## config.mk

```make
export PLATFORM = sky130hd
export DESIGN_NAME = motion_sequencer_flat
export DESIGN_NICKNAME = d
export VERILOG_FILES = /design/src/rtl/motion_sequencer_if.sv /design/src/rtl/motion_sequencer.sv /design/src/flat_wrapper.sv
export SDC_FILE = /design/constraint.sdc
export NUM_CORES = 1
export LEC_CHECK = 0
export CORE_UTILIZATION = 43
export CTS_CLUSTER_SIZE = 20
export DETAILED_ROUTE_END_ITERATION = 7
export MAX_ROUTING_LAYER = met4
export PLACE_DENSITY = 0.65
export SLEW_MARGIN = 10
export SYNTH_ARGS = -nofsm -noshare
export SYNTH_HDL_FRONTEND = slang
export SYNTH_SLANG_ARGS = --single-unit
```

## constraint.sdc

```tcl
create_clock -name clk -period 3.3 [get_ports clk]
set_input_delay 0.33 -clock clk [delete_from_list [all_inputs] [get_ports clk]]
set_output_delay 0.33 -clock clk [all_outputs]
set_load 0.01 [all_outputs]
```

## src/rtl/motion_sequencer_if.sv

```systemverilog
// Command/detector inputs and movement/status outputs between the backend,
// motion_sequencer and motor_driver.
interface motion_sequencer_if;
    logic       cmd_valid;
    logic [2:0] cmd;
    logic       ld_left;
    logic       ld_right;
    logic       fwd_out;
    logic       bwd_out;
    logic       left_out;
    logic       right_out;
    logic       stop_out;
    logic [2:0] state;
    logic       escape_active;
    logic       wd_trip;

    modport master (
        output cmd_valid, cmd, ld_left, ld_right,
        input  fwd_out, bwd_out, left_out, right_out, stop_out,
        input  state, escape_active, wd_trip
    );

    modport slave (
        input  cmd_valid, cmd, ld_left, ld_right,
        output fwd_out, bwd_out, left_out, right_out, stop_out,
        output state, escape_active, wd_trip
    );
endinterface

```

## src/rtl/motion_sequencer.sv

```systemverilog
// Movement sequencer: latches commands, inserts stop dead-time on reversals and runs the
// double-line escape manoeuvre. Optional command watchdog under MOTION_WATCHDOG_EN.
module motion_sequencer #(
    parameter int CNT_W    = 20,
    parameter int DEAD_CYC = 5000,
    parameter int BACK_CYC = 50000,
    parameter int TURN_CYC = 30000,
    parameter int WD_CYC   = 100000
) (
    input logic              clk,
    input logic              rst_n,
    motion_sequencer_if.slave bus
);
    typedef enum logic [2:0] {
        IDLE     = 3'd0,
        RUN      = 3'd1,
        DEAD     = 3'd2,
        ESC_BACK = 3'd3,
        ESC_TURN = 3'd4
    } state_t;

    localparam logic [2:0] C_STOP  = 3'd0;
    localparam logic [2:0] C_FWD   = 3'd1;
    localparam logic [2:0] C_BWD   = 3'd2;
    localparam logic [2:0] C_LEFT  = 3'd3;
    localparam logic [2:0] C_RIGHT = 3'd4;

    localparam logic [CNT_W-1:0] DEAD_LAST = CNT_W'(DEAD_CYC - 1);
    localparam logic [CNT_W-1:0] BACK_LAST = CNT_W'(BACK_CYC - 1);
    localparam logic [CNT_W-1:0] TURN_LAST = CNT_W'(TURN_CYC - 1);

    if (DEAD_CYC < 1 || BACK_CYC < 1 || TURN_CYC < 1 || WD_CYC < 1) begin : g_bad_cfg
        $error("motion_sequencer: all cycle counts must be >= 1");
    end

    // Movement lines packed as {stop, right, left, bwd, fwd}.
    function automatic logic [4:0] decode(input state_t s, input logic [2:0] c);
        logic [4:0] m;
        m = 5'b10000;
        case (s)
            RUN: begin
                case (c)
                    C_FWD:   m = 5'b00001;
                    C_BWD:   m = 5'b00010;
                    C_LEFT:  m = 5'b00100;
                    C_RIGHT: m = 5'b01000;
                    default: m = 5'b10000;
                endcase
            end
            ESC_BACK: m = 5'b00010;
            ESC_TURN: m = 5'b01000;
            default:  m = 5'b10000;
        endcase
        return m;
    endfunction

    state_t           state_q, state_d;
    logic [2:0]       active_cmd_q, active_cmd_d;
    logic [CNT_W-1:0] cnt_q, cnt_d;
    logic             tgt_esc_q, tgt_esc_d;
    logic [4:0]       mv_q, mv_d;
    logic [2:0]       next_cmd;
    logic             stop_req;
    logic             reversal;
    logic             wd_fire;

    assign next_cmd = bus.cmd_valid ? ((bus.cmd > C_RIGHT) ? C_STOP : bus.cmd) : active_cmd_q;
    assign stop_req = bus.cmd_valid && (next_cmd == C_STOP);
    assign reversal = ((active_cmd_q == C_FWD) && (next_cmd == C_BWD)) ||
                      ((active_cmd_q == C_BWD) && (next_cmd == C_FWD));

`ifdef MOTION_WATCHDOG_EN
    localparam logic [CNT_W-1:0] WD_LAST = CNT_W'(WD_CYC - 1);
    logic [CNT_W-1:0] wd_cnt_q;
    logic             wd_trip_q;

    // Saturates at the trip value so an expired count stays visible until the next command.
    always_ff @(posedge clk or negedge rst_n) begin
        if (!rst_n) begin
            wd_cnt_q  <= '0;
            wd_trip_q <= 1'b0;
        end else begin
            wd_trip_q <= wd_fire;
            if (bus.cmd_valid)
                wd_cnt_q <= '0;
            else if (wd_cnt_q != WD_LAST)
                wd_cnt_q <= wd_cnt_q + CNT_W'(1);
        end
    end

    assign wd_fire     = (wd_cnt_q == WD_LAST) && !bus.cmd_valid && (state_q != IDLE);
    assign bus.wd_trip = wd_trip_q;
`else
    assign wd_fire     = 1'b0;
    assign bus.wd_trip = 1'b0;
`endif

    always_ff @(posedge clk or negedge rst_n) begin
        if (!rst_n) begin
            state_q      <= IDLE;
            active_cmd_q <= C_STOP;
            cnt_q        <= '0;
            tgt_esc_q    <= 1'b0;
            mv_q         <= 5'b10000;
        end else begin
            state_q      <= state_d;
            active_cmd_q <= active_cmd_d;
            cnt_q        <= cnt_d;
            tgt_esc_q    <= tgt_esc_d;
            mv_q         <= mv_d;
        end
    end

    always_comb begin
        state_d      = state_q;
        active_cmd_d = next_cmd;
        cnt_d        = '0;
        tgt_esc_d    = tgt_esc_q;
        case (state_q)
            IDLE: if (bus.cmd_valid && !stop_req) state_d = RUN;
            RUN: begin
                // STOP beats the escape trigger; the escape beats a plain reversal.
                if (stop_req) begin
                    state_d = IDLE;
                end else if ((active_cmd_q == C_FWD) && bus.ld_left && bus.ld_right) begin
                    state_d   = DEAD;
                    tgt_esc_d = 1'b1;
                end else if (reversal) begin
                    state_d   = DEAD;
                    tgt_esc_d = 1'b0;
                end
            end
            DEAD: begin
                if (stop_req)               state_d = IDLE;
                else if (cnt_q == DEAD_LAST) begin
                    if (tgt_esc_q)               state_d = ESC_BACK;
                    else if (next_cmd == C_STOP) state_d = IDLE;
                    else                         state_d = RUN;
                end else                    cnt_d = cnt_q + CNT_W'(1);
            end
            ESC_BACK: begin
                if (stop_req)                state_d = IDLE;
                else if (cnt_q == BACK_LAST) state_d = ESC_TURN;
                else                         cnt_d = cnt_q + CNT_W'(1);
            end
            ESC_TURN: begin
                if (stop_req) begin
                    state_d = IDLE;
                end else if (cnt_q == TURN_LAST) begin
                    // Turning into forward is not a reversal; only backward needs dead-time.
                    case (next_cmd)
                        C_BWD: begin
                            state_d   = DEAD;
                            tgt_esc_d = 1'b0;
                        end
                        C_STOP:  state_d = IDLE;
                        default: state_d = RUN;
                    endcase
                end else begin
                    cnt_d = cnt_q + CNT_W'(1);
                end
            end
            default: state_d = IDLE;
        endcase
        if (wd_fire) begin
            state_d      = IDLE;
            active_cmd_d = C_STOP;
            cnt_d        = '0;
        end
    end

    always_comb begin
        mv_d = decode(state_d, active_cmd_d);
    end

    assign bus.fwd_out       = mv_q[0];
    assign bus.bwd_out       = mv_q[1];
    assign bus.left_out      = mv_q[2];
    assign bus.right_out     = mv_q[3];
    assign bus.stop_out      = mv_q[4];
    assign bus.state         = state_q;
    assign bus.escape_active = (state_q == ESC_BACK) || (state_q == ESC_TURN);
endmodule

```

## src/flat_wrapper.sv

```systemverilog
// flat-port wrapper written by rule: the top's interface ports become plain ports
module motion_sequencer_flat 
#(
    parameter int CNT_W    = 20,
    parameter int DEAD_CYC = 5000,
    parameter int BACK_CYC = 50000,
    parameter int TURN_CYC = 30000,
    parameter int WD_CYC   = 100000
)
  (clk, rst_n, bus_cmd_valid, bus_cmd, bus_ld_left, bus_ld_right, bus_fwd_out, bus_bwd_out, bus_left_out, bus_right_out, bus_stop_out, bus_state, bus_escape_active, bus_wd_trip);
  motion_sequencer_if bus_i ();
  input logic clk;
  input logic rst_n;
  input wire logic [$bits(bus_i.cmd_valid)-1:0] bus_cmd_valid;
  input wire logic [$bits(bus_i.cmd)-1:0] bus_cmd;
  input wire logic [$bits(bus_i.ld_left)-1:0] bus_ld_left;
  input wire logic [$bits(bus_i.ld_right)-1:0] bus_ld_right;
  output wire logic [$bits(bus_i.fwd_out)-1:0] bus_fwd_out;
  output wire logic [$bits(bus_i.bwd_out)-1:0] bus_bwd_out;
  output wire logic [$bits(bus_i.left_out)-1:0] bus_left_out;
  output wire logic [$bits(bus_i.right_out)-1:0] bus_right_out;
  output wire logic [$bits(bus_i.stop_out)-1:0] bus_stop_out;
  output wire logic [$bits(bus_i.state)-1:0] bus_state;
  output wire logic [$bits(bus_i.escape_active)-1:0] bus_escape_active;
  output wire logic [$bits(bus_i.wd_trip)-1:0] bus_wd_trip;
  assign bus_i.cmd_valid = bus_cmd_valid;
  assign bus_i.cmd = bus_cmd;
  assign bus_i.ld_left = bus_ld_left;
  assign bus_i.ld_right = bus_ld_right;
  assign bus_fwd_out = bus_i.fwd_out;
  assign bus_bwd_out = bus_i.bwd_out;
  assign bus_left_out = bus_i.left_out;
  assign bus_right_out = bus_i.right_out;
  assign bus_stop_out = bus_i.stop_out;
  assign bus_state = bus_i.state;
  assign bus_escape_active = bus_i.escape_active;
  assign bus_wd_trip = bus_i.wd_trip;
  motion_sequencer #(.CNT_W(CNT_W), .DEAD_CYC(DEAD_CYC), .BACK_CYC(BACK_CYC), .TURN_CYC(TURN_CYC), .WD_CYC(WD_CYC)) u_core (.clk(clk), .rst_n(rst_n), .bus(bus_i));
endmodule
```

==> impl_metrics.ini, run 1 <==
[status]
status = completed

[synth]
ys_top_cells_by_area = dfrtp_1, nor2_1, xor2_1
synth-edff-count = 0
synth_area_sq_um = 1860
synthCells = 205
syn_nets = 214
yosysTopAreaCell = dfrtp_1
syn_area_per_cell_sq_um = 9.08
yosys.area.top_type_share_pct = 41.7
synth_flop_cell = dfrtp_1
synth.distinct_cells = 52
ys_warn_count = 0
synth_seq_area_share_pct = 43.1
synth_seq_cells = 32
async_reset_ff_share_pct = 100

[cells_and_area]
fin_area_sq_um = 2190
drive_above_1_share_pct = 10.1
nets = 235
final_util_pct = 53.7
register_area_sq_um = 802
n_antenna_cell = 0
multiInputGateArea_sq_um = 1010
fill_cells = 407
area_growth_syn_to_layout_pct = 18.0

[clock_network]
clkTransAtPathRegs_ns = 0.07
root_buffer = clkbuf_8
ctsHoldBuffers = 0
clock-sinks = 32
postCtsSetupBuffers = 0
cts_inserted_buffers = 5
cts_resized = 0
cts_tree = yes
clock_path_buffers = 2
clock_latency_ns = 0.29
htree_levels = 2

[setup_path]
r2r-start = u_core.cnt_q[4]$_DFF_PN0_
worstSetupStartpointType = flop
path_max_fanout = 6
critical-path-top-delay-family = simple AND/OR/NAND/NOR gates
cp_slowest_cell = or4_4
end_kind = flop
setup.worst_path.start = u_core.cnt_q[4]$_DFF_PN0_
r2r_slack_ns = 0.63
r2r-end = u_core.mv_q[2]$_DFF_PN0_
path_cells = or4_4 > or4_4 > o41ai_1 > o311ai_0 > o32a_1 > nor4b_2
cpPeakStageDelay_ns = 0.57
worst_path_most_repeated_cell = or4_4
ff2ff_path_depth = 6
worstSetupPathType = reg -> reg
cp.required_ns = 3.50
arrival_ns = 2.87
path_buf_inv = 0

[sta]
fin_crit_ns = 2.67
rsz0062_at_grt = false
setup_viol = 0
report.final.slew_viol_count = 0
hold_viol = 0
fin_worst_skew_ns = 0.00402
fmax_ghz = 0.374
slew_headroom_pct = 60.4
finalCritPeriodShare_pct = 81.0
worst-slew-pin-transition_ns = 0.590
tns_ns = 0

[placement]
port-buffer-count = 16
gp_congestion = 0.826
hpwl_mm = 2.97
place_area_sq_um = 2080

[global_route]
track_usage_pct = 21.0
grt_max_degree = 33
antenna_found_initial = 0
grt-ovfl-total = 0
grt_pass1_vias = 1371
grt_pass1_wl_mm = 6.80

[routing]
detail_route.vias_per_cell = 5.66
via_count = 1567
dr.pass1.iters = 4
ant_nets = 0
drc = 0
drt-initial-drc-count = 64
routedWlPerCell_microns = 14.7
finalWirelength_mm = 4.08

[floorplan]
fp.dieArea_sq_um = 4590
core_area_sq_um = 4090
boundaryPins = 18
initial_core_util_pct = 45.5
dieWidth_microns = 67.8
row_count = 23
die_h_microns = 67.8

[pwr]
ir_worst_vdd_mv = 0.406
p_leak_uw = 0.000868
powerDensity_nw_per_um2 = 482
power_uw = 1060

[run]
maxCapViolCount = 0

[min_path]
min_path_type = in -> async
-- routing by layer --
layer	vias to the layer above	track usage (%)	wire length [microns]
li1	776	-	-
met5	-	-	0
met4	0	8.59	78
met2	47	26.4	1690
met1	737	31.2	2120
met3	7	5.24	194
-- layout make-up --
| class | instances | share of cell area (%) |
|---|---|---|
| repair buffers | 19 | 8.32 |
| flip-flops and latches | 32 | 36.5 |
| inverters | 8 | 1.37 |
| clock buffers | 5 | 3.14 |
| well taps | 50 | 2.85 |
| multi-input cells | 160 | 45.8 |
| clock inverters | 3 | 1.94 |
-- worst max-delay path by stage --
stage	to	cells after the start
after floorplan	u_core.mv_q[2]$_DFF_PN0_	6
after global placement	u_core.mv_q[2]$_DFF_PN0_	6
after detailed placement	u_core.mv_q[1]$_DFF_PN0_	8
after CTS	u_core.mv_q[2]$_DFF_PN0_	6
after global routing	u_core.mv_q[2]$_DFF_PN0_	6
final	u_core.mv_q[2]$_DFF_PN0_	6
-- layout by cell type (no fill, tap or decap), types with 2 or more instances in the layout --
cell             count
nand2b_1             3
nor3_1               5
a31oi_1              2
or4_1                4
o22ai_1              3
or4b_1               2
clkdlybuf4s50_1     16
dfrtp_1             31
nand3b_1             3
xnor2_1              9
o21ai_0              5
or4_4                2
nand2_1             16
nand3_1             10
or2_2                2
inv_1                7
a21oi_1              5
buf_4                3
nor4_2               2
nor2_1              35
o21bai_1             2
nand4_1              5
nor4bb_1             3
and3_1               4
nor4_1               4
clkbuf_8             5
xor2_1              10
-- Yosys cell counts, types with 5 or more instances --
master,count
o21ai_0,5
nor2_1,35
xnor2_1,9
nand4_1,5
xor2_1,10
nand2_1,16
a21oi_1,5
nor3_1,5
nand3_1,10
dfrtp_1,31
inv_1,7
-- cells by family after synthesis --
logic type | synth area share (%)
other | 0.202
buffers and inverters | 2.82
AOI/OAI and AO/OA | 9.62
and+or+nand+nor | 34.1
xor gates and xnor gates | 8.94
adders and majority gates | 0.672
DFF | 43.1
muxes | 0.538
-- report_power, final --
group	switching [uW]	internal, uW	leakage, uW
Sequential	35.2	422	0.000438
Clock	154	223	0.0000541
Combinational	122	102	0.000376
-- sequential cells by signal (all words and copies together) (netlist names) --
| register | count |
|---|---|
| u_core.tgt_esc_q | 1 |
| u_core.bus.state | 3 |
| u_core.cnt_q | 20 |
| u_core.active_cmd_q | 3 |
| u_core.mv_q | 5 |
-- stage by stage --
step                hold slack (ns)  setup slack (ns)  instances
floorplan                    0.0344             0.800        205
global placement              0.446             0.622        269
detailed placement            0.444             0.636        269
CTS                           0.444             0.614        277
global route                  0.477             0.491        277
finish                        0.434             0.626        277
Note: power is estimated with default switching activity, not from simulation.
==> run 2, diff against run 1 <==
==> constraint.sdc (replaced) <==
create_clock -name clk -period 2.5 [get_ports clk]
set_input_delay 0.25 -clock clk [delete_from_list [all_inputs] [get_ports clk]]
set_output_delay 0.25 -clock clk [all_outputs]
set_load 0.01 [all_outputs]
==> run 2 against run 1 <==
Worst hold slack got worse by 0.077 ns. Final cell count rose by 6.9%. Cell area rose by 9.5%. Wire length rose by 11%. Highest routed layer unchanged. Critical endpoint unchanged. Sequential share of layout area fell by 3.2 points. Sequential cell count did not move. Sequential power rose by 33%. Core utilization rose by 5.1 points. Via count rose by 5.9%. Clock skew rose by 0.0045 ns. Power rose by 30%. Non-clock buffer count rose by 19.
==> impl_metrics.ini, run 2 (synthesis gave the netlist of run 1 again) <==
[status]
status = completed

[floorplan]
die_h_microns = 67.8
initial_core_util_pct = 45.5
boundaryPins = 18
core_area_sq_um = 4090
row_count = 23
dieWidth_microns = 67.8
fp.dieArea_sq_um = 4590

[routing]
via_count = 1659
dr.pass1.iters = 4
finalWirelength_mm = 4.52
routedWlPerCell_microns = 15.3
ant_nets = 0
drt-initial-drc-count = 131
detail_route.vias_per_cell = 5.60
drc = 0

[global_route]
antenna_found_initial = 0
grt_max_degree = 33
grt-ovfl-total = 0
grt_pass1_vias = 1571
grt_pass1_wl_mm = 7.64
track_usage_pct = 23.5

[sta]
report.final.slew_viol_count = 0
rsz0062_at_grt = true
fin_ws_ns = 0.0683
finalCritPeriodShare_pct = 97.3
fin_crit_ns = 2.43
setup_viol = 0
fin_worst_skew_ns = 0.00855
fmax_ghz = 0.411
hold_viol = 0
slew_headroom_pct = 65.3
worst-slew-pin-transition_ns = 0.516

[placement]
port-buffer-count = 16
hpwl_mm = 3.17
gp_congestion = 0.903
place_ws_ns = -0.0314
place_area_sq_um = 2230

[setup_path]
worstSetupPathType = reg -> reg
critical-path-top-delay-family = simple AND/OR/NAND/NOR gates
path_cells = or4_4 > or4_4 > o31a_1 > nor4_4 > nor2_4 > nor4b_2
worst_path_most_repeated_cell = or4_4
path_max_fanout = 4
cp.required_ns = 2.69
cp_slowest_cell = or4_4
ff2ff_path_depth = 6
arrival_ns = 2.62
worstSetupStartpointType = flop
cpPeakStageDelay_ns = 0.55
end_kind = flop
path_buf_inv = 0
cp_num_cells = 6

[clock_network]
clock_latency_ns = 0.28
root_buffer = clkbuf_8
cts_tree = yes
clkTransAtPathRegs_ns = 0.07
ctsHoldBuffers = 0
htree_levels = 2
clock_path_buffers = 2
cts_inserted_buffers = 5
clock-sinks = 32

[cells_and_area]
nets = 254
reg_top3 = u_core.cnt_q (20), u_core.mv_q (5)
fill_cells = 360
layout_commonest_cell = nor2_1
largest_reg_flops = 20
final_util_pct = 58.8
fin_area_sq_um = 2400
n_antenna_cell = 0
mostFrequentLayoutCells = nor2_1, dfrtp_1, buf_4, nand2_1, clkdlybuf4s50_1
drive_above_1_share_pct = 19.5
regMostFlops = u_core.cnt_q
area_growth_syn_to_layout_pct = 29.2

[min_path]
min_path_type = in -> async

[pwr]
ir_worst_vdd_mv = 0.526
power_uw = 1380
powerDensity_nw_per_um2 = 573
p_leak_uw = 0.000994

[run]
maxCapViolCount = 0
==> run 2: cell types whose count changed in the layout (fill, tap and decap cells not counted), moves of 2 or more <==
cell / delta
buf_4: +18
nor4_1: -2
clkbuf_8: +2
or4_4: +2
or4_1: -2
==> run 2: metrics by stage <==
stage	cells	TNS [ns]	hold slack (ns)
final	296	0	0.357
after global routing	296	-0.0385	0.388
after CTS	295	0	0.371
after detailed placement	287	-0.0444	0.463
after global placement	287	-0.00678	0.445
after floorplan	205	0	-0.0456
==> run 2: final timing paths <==
kind	slack (ns)	from	to
max	0.07	u_core.cnt_q[4]$_DFF_PN0_	u_core.mv_q[2]$_DFF_PN0_
min	0.36	rst_n	u_core.cnt_q[3]$_DFF_PN0_
max reg2reg	0.07	u_core.cnt_q[4]$_DFF_PN0_	u_core.mv_q[2]$_DFF_PN0_
min reg2reg	0.47	u_core.cnt_q[0]$_DFF_PN0_	u_core.cnt_q[0]$_DFF_PN0_
max in group asynchronous	1.81	rst_n	u_core.mv_q[4]$_DFF_PN1_
min in group clk	0.47	u_core.cnt_q[0]$_DFF_PN0_	u_core.cnt_q[0]$_DFF_PN0_
==> run 2: power by group <==
part / switching (uW) / internal [uW]
combinational: 174 / 162
clock: 181 / 251
sequential: 53.1 / 557
total: 409 / 969
==> run 2: final cells by class <==
type / instances / area (sq um) / area share [%]
sequential: 32 / 802 / 33.4
inverter: 8 / 30.0 / 1.25
tap: 50 / 62.6 / 2.60
timing repair buffer: 38 / 338 / 14.1
clock buffer: 8 / 100 / 4.16
multi-input combinational: 160 / 1070 / 44.6
==> run 2: routing by layer <==
metal | vias up | track usage [%] | share of wire, %
met5 | - | - | 0
met4 | 0 | 8.59 | 1.4
met3 | 8 | 5.24 | 3.9
met2 | 33 | 31.1 | 44
met1 | 805 | 34.5 | 51
li1 | 813 | - | -
==> run 2: timing repair <==
item                                    CTS  global route
pin swaps                                 3             4
setup buffers                             0             1
hold endpoints to repair                  0             0
endpoints found under the setup margin    4            26
resized for setup                         3             8
==> run 3, diff against run 2 <==
--- a/config.mk
+++ b/config.mk
@@ -5,11 +5,11 @@
 export SDC_FILE = /design/constraint.sdc
 export NUM_CORES = 1
 export LEC_CHECK = 0
-export CORE_UTILIZATION = 43
+export CORE_UTILIZATION = 40
 export CTS_CLUSTER_SIZE = 20
 export DETAILED_ROUTE_END_ITERATION = 7
 export MAX_ROUTING_LAYER = met4
-export PLACE_DENSITY = 0.65
+export PLACE_DENSITY = 0.61
 export SLEW_MARGIN = 10
 export SYNTH_ARGS = -nofsm -noshare
 export SYNTH_HDL_FRONTEND = slang
==> run 3 against run 2 <==
Sequential share of layout area up 0.21 points. Largest power group unchanged. Clock-buffer cell count did not move. Wire length grew 0.24%. Non-clock buffer count rose by 2. First-iteration DRC count decreased by 50%. Core utilization down 4.7 points. Via count is 0.54% lower. Sequential cell count stayed put. Sequential power about the same. Worst setup slack got worse by 0.0087 ns.
==> impl_metrics.ini, run 3 (synthesis gave the netlist of run 1 again) <==
[status]
status = completed

[cells_and_area]
reg_top3 = u_core.cnt_q (20), u_core.mv_q (5)
fill_cells = 406
layout_commonest_cell = nor2_1
nets = 256
drive_above_1_share_pct = 19.8
n_antenna_cell = 0
regMostFlops = u_core.cnt_q
final_util_pct = 54.1
area_growth_syn_to_layout_pct = 28.4
mostFrequentLayoutCells = nor2_1, dfrtp_1, buf_4, nand2_1, clkdlybuf4s50_1
largest_reg_flops = 20

[routing]
dr.pass1.iters = 4
routedWlPerCell_microns = 15.1
drt-initial-drc-count = 65
detail_route.vias_per_cell = 5.50
finalWirelength_mm = 4.53
via_count = 1650
ant_nets = 0
drc = 0

[sta]
fin_worst_skew_ns = 0.00938
worst-slew-pin-transition_ns = 0.514
rsz0062_at_grt = true
finalCritPeriodShare_pct = 97.6
fmax_ghz = 0.410
fin_crit_ns = 2.44
slew_headroom_pct = 65.4
hold_viol = 0
report.final.slew_viol_count = 0
setup_viol = 0
whs_ns = 0.354

[clock_network]
clkTransAtPathRegs_ns = 0.07
clock_latency_ns = 0.29
root_buffer = clkbuf_8
clock-sinks = 32
htree_levels = 2
cts_inserted_buffers = 5
ctsHoldBuffers = 0
clock_path_buffers = 2
cts_tree = yes

[run]
maxCapViolCount = 0

[pwr]
p_seq_share_pct = 45.3
ir_worst_vdd_mv = 0.420
p_clk_share_pct = 30.2
netSwitchingPower_uw = 407
powerDensity_nw_per_um2 = 562
p_int_uw = 935
power_frac_comb_pct = 24.5
p_sw_share_pct = 30.3
p_leak_uw = 0.000989

[setup_path]
path_max_fanout = 3
worstSetupStartpointType = flop
r2r_slack_ns = 0.06
cp.required_ns = 2.70
end_kind = flop
worstSetupPathType = reg -> reg
arrival_ns = 2.64

[floorplan]
boundaryPins = 18
die_h_microns = 70.2
fp.dieArea_sq_um = 4930
core_area_sq_um = 4410
row_count = 24
dieWidth_microns = 70.2
initial_core_util_pct = 42.1

[global_route]
grt-ovfl-total = 0
grt_pass1_vias = 1556
track_usage_pct = 21.0
grt_pass1_wl_mm = 7.78
grt_max_degree = 33
antenna_found_initial = 0

[min_path]
min_path_type = in -> async

[placement]
port-buffer-count = 16
gp_congestion = 0.883
hpwl_mm = 3.36
run 3: cell count changes in the layout (fill, tap and decap cells not counted), sizes merged:
cell and change:
buf +2
run 3: per-layer routing:
layer  global-route usage, %  wire (microns)  vias up  part of all wire, %
met2                    28.8            1970       42                   43
met1                    29.5            2270      786                   50
met4                    8.44              47        0                  1.0
met5                       -               0        -                    0
met3                    5.34             240        4                  5.3
li1                        -               -      818                    -
run 3: final cells by class:
cell class,instances,area [sq um],area share (%)
clock buffers,8,90.1,3.77
inverters,8,30.0,1.26
flip-flops and latches,32,802,33.6
well taps,52,65.1,2.72
multi-input cells,160,1050,43.9
repair buffers,40,353,14.8
run 3: power groups by stage:
stage / Sequential [uW] / Combinational (uW) / Clock, uW
2_1_floorplan: 613 / 164 / 0
3_3_place_gp: 616 / 315 / 0
3_5_place_dp: 617 / 317 / 0
4_1_cts: 608 / 318 / 420
5_1_grt: 614 / 366 / 437
6_report: 608 / 329 / 405
run 3: worst paths after layout:
kind / cells after the start / from / endpoint
max in group asynchronous: 2 / rst_n / u_core.mv_q[4]$_DFF_PN1_
setup / recovery: 6 / u_core.cnt_q[16]$_DFF_PN0_ / u_core.mv_q[3]$_DFF_PN0_
min in group clk: 1 / u_core.cnt_q[0]$_DFF_PN0_ / u_core.cnt_q[0]$_DFF_PN0_
hold / removal: 2 / rst_n / u_core.cnt_q[14]$_DFF_PN0_
setup reg to reg: 6 / u_core.cnt_q[16]$_DFF_PN0_ / u_core.mv_q[3]$_DFF_PN0_
hold reg to reg: 1 / u_core.cnt_q[0]$_DFF_PN0_ / u_core.cnt_q[0]$_DFF_PN0_
run 3: repair_timing:
action | in CTS | in global routing
buffers inserted | 0 | 1
pin swaps | 2 | 11
gates resized for setup | 3 | 8
endpoints found under the setup margin | 3 | 26
run 3: per-stage QoR:
| stage | setup WS [ns] | total power [uW] | TNS, ns | std cells | cell area, sq um |
|---|---|---|---|---|---|
| floorplan | 0.0000391 | 777 | 0 | 205 | 1860 |
| global placement | -0.0214 | 931 | -0.0328 | 291 | 2250 |
| detailed placement | -0.0404 | 934 | -0.0719 | 291 | 2250 |
| CTS | 0.00179 | 1350 | 0 | 299 | 2350 |
| global route | -0.0565 | 1420 | -0.123 | 300 | 2390 |
| finish | 0.0596 | 1340 | 0 | 300 | 2390 |
run 3: critical path: stages, from the launching register on:
cell,delay [ns]
dfrtp_1,0.38
or4_4,0.55
or4_4,0.49
o31a_1,0.28
nor4_4,0.34
o22ai_2,0.15
o21bai_1,0.16
==> RTL change 1 (config.mk and constraints of run 3) <==
`CNT_W` is set to 20 in 2 places; all go to 40.
--- a/src/rtl/motion_sequencer.sv
+++ b/src/rtl/motion_sequencer.sv
@@ -3,3 +3,3 @@
 module motion_sequencer #(
-    parameter int CNT_W    = 20,
+    parameter int CNT_W    = 40,
     parameter int DEAD_CYC = 5000,
--- a/src/flat_wrapper.sv
+++ b/src/flat_wrapper.sv
@@ -3,3 +3,3 @@
 #(
-    parameter int CNT_W    = 20,
+    parameter int CNT_W    = 40,
     parameter int DEAD_CYC = 5000,
Function: same outputs for any inputs over 10 cycles, from zero or initial values and one cycle with rst_n low; that may be too few to reach the edited logic, so the function may still have changed.
==> RTL change 1 against run 3 <==
- die area increased by 55%
- setup slack got worse by 0.0096 ns
- total power increased by 60%
- critical path depth increased by 1
- synthesized area increased by 56%
- final area increased by 55%
- routed wire length increased by 56%
- sequential cell count increased by 20
==> RTL change 1: results (changes against run 3) <==
| Metric | Value |
|---|---|
| Portion of the post-synthesis area used by sequential elements | 0.448 (+0.0165) |
| Compound-Gate Fraction of Synth Area | 0.0619 (-0.0343) |
| Largest net degree at the start of global routing | 41 (+24%) |
| Result of the run | complete, no violations |
| Met1 GRT Util | 0.277 (-0.0183) |
| Clock network latency to the later pin of the worst-skew pair | 0.32 ns (+0.03 ns) |
| Global-route met3 utilization | 0.0294 (-0.0240) |
| Reg-to-reg slack, setup | 0.05 ns |
| Vias in the first global route | 2,395 (+54%) |
| Relative contribution of combinational cells to total power | 0.255 (+0.010) |
| Met2 track demand over resource in global routing | 0.317 (+0.0290) |
| Regs by FF count | u_core.cnt_q x40, u_core.mv_q x5 |
| Leakage power figure | 1.45 nW (+46%) |
| Data arrival time at the worst-slack endpoint | 2.68 ns (+0.04 ns) |
| Routed length on met3 | 216 um (-10%) |
| Avg WL per Cell | 15.3 um (+1.3%) |
| Most area-consuming cells after synthesis | sky130_fd_sc_hd__dfrtp_1, sky130_fd_sc_hd__nor3_1, sky130_fd_sc_hd__xnor2_1 |
| Net switching component of the power | 623 uW (+53%) |
| Post-Synthesis Cells | 318 (+55%) |
| Aggregate global-route resource usage | 0.205 (-0.00530) |
| Drt pass-1 iters | 4 (unchanged) |
| Worst vdd ir | 0.329 mV (-22%) |
| Clk_skew | 0.00973 ns (+0.000349 ns) |
| Share of cells above drive strength 1 | 0.193 (-0.00412) |
| Routability congestion estimate from global placement | 0.889 (+0.71%) |
| Drt via density | 5.45 (-0.88%) |
| PortBufs | 16 (unchanged) |
| Biggest fanout along the worst timing path | 4 (+1) |
| Final WL | 7080 um (+56%) |
| Worst reg-to-reg path cell count | 7 (+1) |
| XOR/XNOR share of the synthesized area | 0.117 (+0.0279) |
| Total half-perimeter wirelength after legalization and detailed placement | 4850 um (+44%) |
| Fraction of the mapped netlist area in adder cells | 0.00430 (-0.00243) |
| Power in sequential cells | 919 uW (+51%) |
| Detail Route met2 WL | 3410 um (+73%) |
| Final Power | 2.15 mW (+60%) |
| Wire length of the first global-routing pass | 11,600 um (+49%) |
| Iteration-0 DRC count of the detailed router | 94 (+45%) |
| Count of different cell masters after synthesis | 53 (+1.9%) |
| Post-synthesis net count | 327 (+53%) |
| WL met1 | 3370 um (+48%) |
| Number of fillers in the final layout | 645 (+59%) |
| Final Net Count | 376 (+47%) |
| Clock slew seen by the registers of the worst setup and hold paths | 0.09 ns (+0.02 ns) |
| Critical Path End | u_core.mv_q[0] |
| Slew HR | 0.476 (-0.178) |
| Post-synthesis mux area share | 0 (-0.00538) |
| Cell count after placement | 450 (+55%) |
| Hold WS | 0.00787 ns (-0.347 ns) |
| Commonest cells in the netlist | sky130_fd_sc_hd__nor3_1, sky130_fd_sc_hd__dfrtp_1, sky130_fd_sc_hd__xnor2_1 |
| Critical path origin | u_core.cnt_q[4] |
## RTL change 1: changes by cell type after synthesis, moves of 4 or more
cell / change
sky130_fd_sc_hd__inv_1: +9
sky130_fd_sc_hd__dfrtp_1: +20
sky130_fd_sc_hd__nand4_1: +9
sky130_fd_sc_hd__xnor2_1: +20
sky130_fd_sc_hd__nor3_1: +48
sky130_fd_sc_hd__buf_2: +4
sky130_fd_sc_hd__nor4_1: +10
sky130_fd_sc_hd__nand2_1: +6
sky130_fd_sc_hd__nor2_1: -18
## RTL change 1: worst max-delay path, cell delays in order, from the launching register on
cell and delay [ns]:
sky130_fd_sc_hd__dfrtp_1 0.39, sky130_fd_sc_hd__or3b_4 0.39, sky130_fd_sc_hd__or3_4 0.37, sky130_fd_sc_hd__or3_4 0.40
sky130_fd_sc_hd__o41ai_4 0.32, sky130_fd_sc_hd__nor3_2 0.10, sky130_fd_sc_hd__buf_4 0.16, sky130_fd_sc_hd__nor4_4 0.24
## RTL change 1: layout make-up
cell class	count	area, um^2	share of cell area
multi-input combinational	236	1610	0.434
timing repair buffer	55	482	0.130
tap	96	120	0.0324
sequential	52	1300	0.352
clock inverter	2	60.1	0.0162
inverter	17	63.8	0.0172
clock buffer	5	68.8	0.0186
## RTL change 1: cell families (layout without fill, tap and decap cells)
family | count (synthesis) | count (layout)
buffers and inverters | 30 | 79
flip-flops | 52 | 52
adder cells (fa/ha/maj) | 1 | 1
AND/OR/NAND/NOR | 171 | 171
XOR/XNOR | 39 | 39
AO/OA/AOI/OAI | 24 | 24
other | 1 | 1
## RTL change 1: metrics by stage
step,setup WS (ns),cell area [um^2]
after floorplan,0.211,2910
after global placement,-0.0393,3390
after detailed placement,-0.141,3390
after CTS,0.00743,3540
after global routing,-0.0266,3700
final,0.0500,3700
==> RTL change 2 (config.mk and constraints of run 3) <==
Made on the original files. The option `MOTION_WATCHDOG_EN` is turned on by a define.
--- a/src/rtl/motion_sequencer.sv
+++ b/src/rtl/motion_sequencer.sv
@@ -2,2 +2,4 @@
 // double-line escape manoeuvre. Optional command watchdog under MOTION_WATCHDOG_EN.
+`define MOTION_WATCHDOG_EN
+
 module motion_sequencer #(
Formal check against the unedited RTL: no difference found for any inputs over 10 cycles, from zero or initial values and one cycle with rst_n low; that may be too few to reach the edited logic, so the function may still have changed.
==> RTL change 2 against run 3 <==
- sequential cell count rose by 21
- final cell count rose by 45%
- final area rose by 43%
- first-iteration DRC count rose by 66%
- total power rose by 34%
- routed wire length rose by 36%
- synthesized area rose by 60%
- setup slack improved by 0.16 ns
- largest power group unchanged
==> RTL change 2: results (changes against run 3) <==
| Metric | Value |
|---|---|
| Reg-to-reg slack, setup | 0.22 ns (+0.16 ns) |
| Clock network latency to the later pin of the worst-skew pair | 0.31 ns (+0.02 ns) |
| Aggregate global-route resource usage | 0.177 (-0.0333) |
| Detail Route met2 WL | 2940 um (+49%) |
| Drt via density | 5.35 (-2.8%) |
| Avg WL per Cell | 14.2 um (-6.1%) |
| Result of the run | complete, no violations |
| PortBufs | 17 (+1) |
| Routability congestion estimate from global placement | 0.884 (+0.18%) |
| Cell with the largest stage delay on the worst path | sky130_fd_sc_hd__or4b_4 |
| Largest net degree at the start of global routing | 31 (-6.1%) |
| WL met1 | 3020 um (+33%) |
| Worst vdd ir | 0.239 mV (-43%) |
| Clock slew seen by the registers of the worst setup and hold paths | 0.10 ns (+0.03 ns) |
| Most area-consuming cells after synthesis | sky130_fd_sc_hd__dfrtp_1, sky130_fd_sc_hd__xor2_1, sky130_fd_sc_hd__nor2_1 |
| Vias | 2,332 (+41%) |
| Global-route met3 utilization | 0.0299 (-0.0235) |
| Sw frac | 0.294 (-0.00969) |
| Iteration-0 DRC count of the detailed router | 108 (+66%) |
| Cell count after placement | 427 (+47%) |
| # hold bufs at CTS | 1 (+1) |
| Fraction of the mapped netlist area in adder cells | 0.00842 (+0.00169) |
| Routed length on met3 | 151 um (-37%) |
| Final Net Count | 346 (+35%) |
| XOR/XNOR share of the synthesized area | 0.112 (+0.0225) |
| Transition at the pin with the smallest max-transition slack | 0.681 ns (+0.166 ns) |
| Met2 track demand over resource in global routing | 0.286 (-0.00245) |
| Resized Gates After CTS | 0 (-3) |
| Biggest fanout along the worst timing path | 5 (+2) |
| Compound-Gate Fraction of Synth Area | 0.0707 (-0.0255) |
| Data arrival time at the worst-slack endpoint | 2.44 ns (-0.20 ns) |
| Leakage power figure | 1.41 nW (+43%) |
| Commonest cells in the netlist | sky130_fd_sc_hd__nor2_1, sky130_fd_sc_hd__dfrtp_1, sky130_fd_sc_hd__nand2_1 |
| Critical path's largest stage delay | 0.60 ns (+0.05 ns) |
| Post-synthesis net count | 319 (+49%) |
| Post-synthesis mux area share | 0.00379 (-0.00159) |
| Startpoint of the worst register-to-register path | u_core.cnt_q[5] |
| Met1 GRT Util | 0.224 (-0.0704) |
| Clk_skew | 0.0106 ns (+0.00121 ns) |
| Drt pass-1 iters | 5 (+1) |
| Share of cells above drive strength 1 | 0.116 (-0.0819) |
| Regs by FF count | u_core.cnt_q x20, u_core.wd_cnt_q x20, u_core.mv_q x5 |
RTL change 2: cell types whose count changed in the layout (fill, tap and decap cells not counted), sizes merged, moves of 5 or more:
cell / run 3 / this run
nor2: 36 / 54
and4: 0 / 5
buf: 24 / 11
dfrtp: 31 / 52
xor2: 10 / 27
nand2: 16 / 28
nand3: 10 / 16
nand4: 5 / 14
RTL change 2: worst min path at each step:
stage	from	end	slack, ns
2_1_floorplan	rst_n	u_core.active_cmd_q[0]	-0.05
3_3_place_gp	rst_n	u_core.bus.state[2]	0.26
3_5_place_dp	rst_n	u_core.bus.state[1]	0.27
4_1_cts	rst_n	u_core.cnt_q[15]	0.45
5_1_grt	rst_n	u_core.cnt_q[15]	0.49
6_report	rst_n	u_core.cnt_q[8]	0.46
RTL change 2: cell type report:
cell class	count	area [um^2]
Multi-Input combinational cell	240	1570
Clock buffer	5	68.8
Tap cell	99	124
Sequential cell	53	1330
Fill cell	698	3810
Inverter	8	30.0
Timing Repair Buffer	28	263
Clock inverter	3	21.3
RTL change 2: power groups by stage:
stage	clock, mW	combinational, mW	sequential [mW]
global route	0.546	0.393	0.961
global placement	0	0.355	0.967
detailed placement	0	0.356	0.968
CTS	0.518	0.360	0.952
floorplan	0	0.207	0.965
finish	0.492	0.356	0.952
RTL change 2: through the flow:
step	hold WS [ns]	utilization	setup WS (ns)
after floorplan	-0.0456	-	0.446
after global routing	0.494	0.472	0.0506
after CTS	0.453	0.472	0.240
after global placement	0.260	0.458	0.120
after detailed placement	0.266	0.458	0.114
final	0.460	0.472	0.225
RTL change 2: tightest hold or removal path, cell delays in order:
cell and delay [ns]:
sky130_fd_sc_hd__dlygate4sd3_1 0.51, sky130_fd_sc_hd__buf_2 0.11, sky130_fd_sc_hd__buf_4 0.30
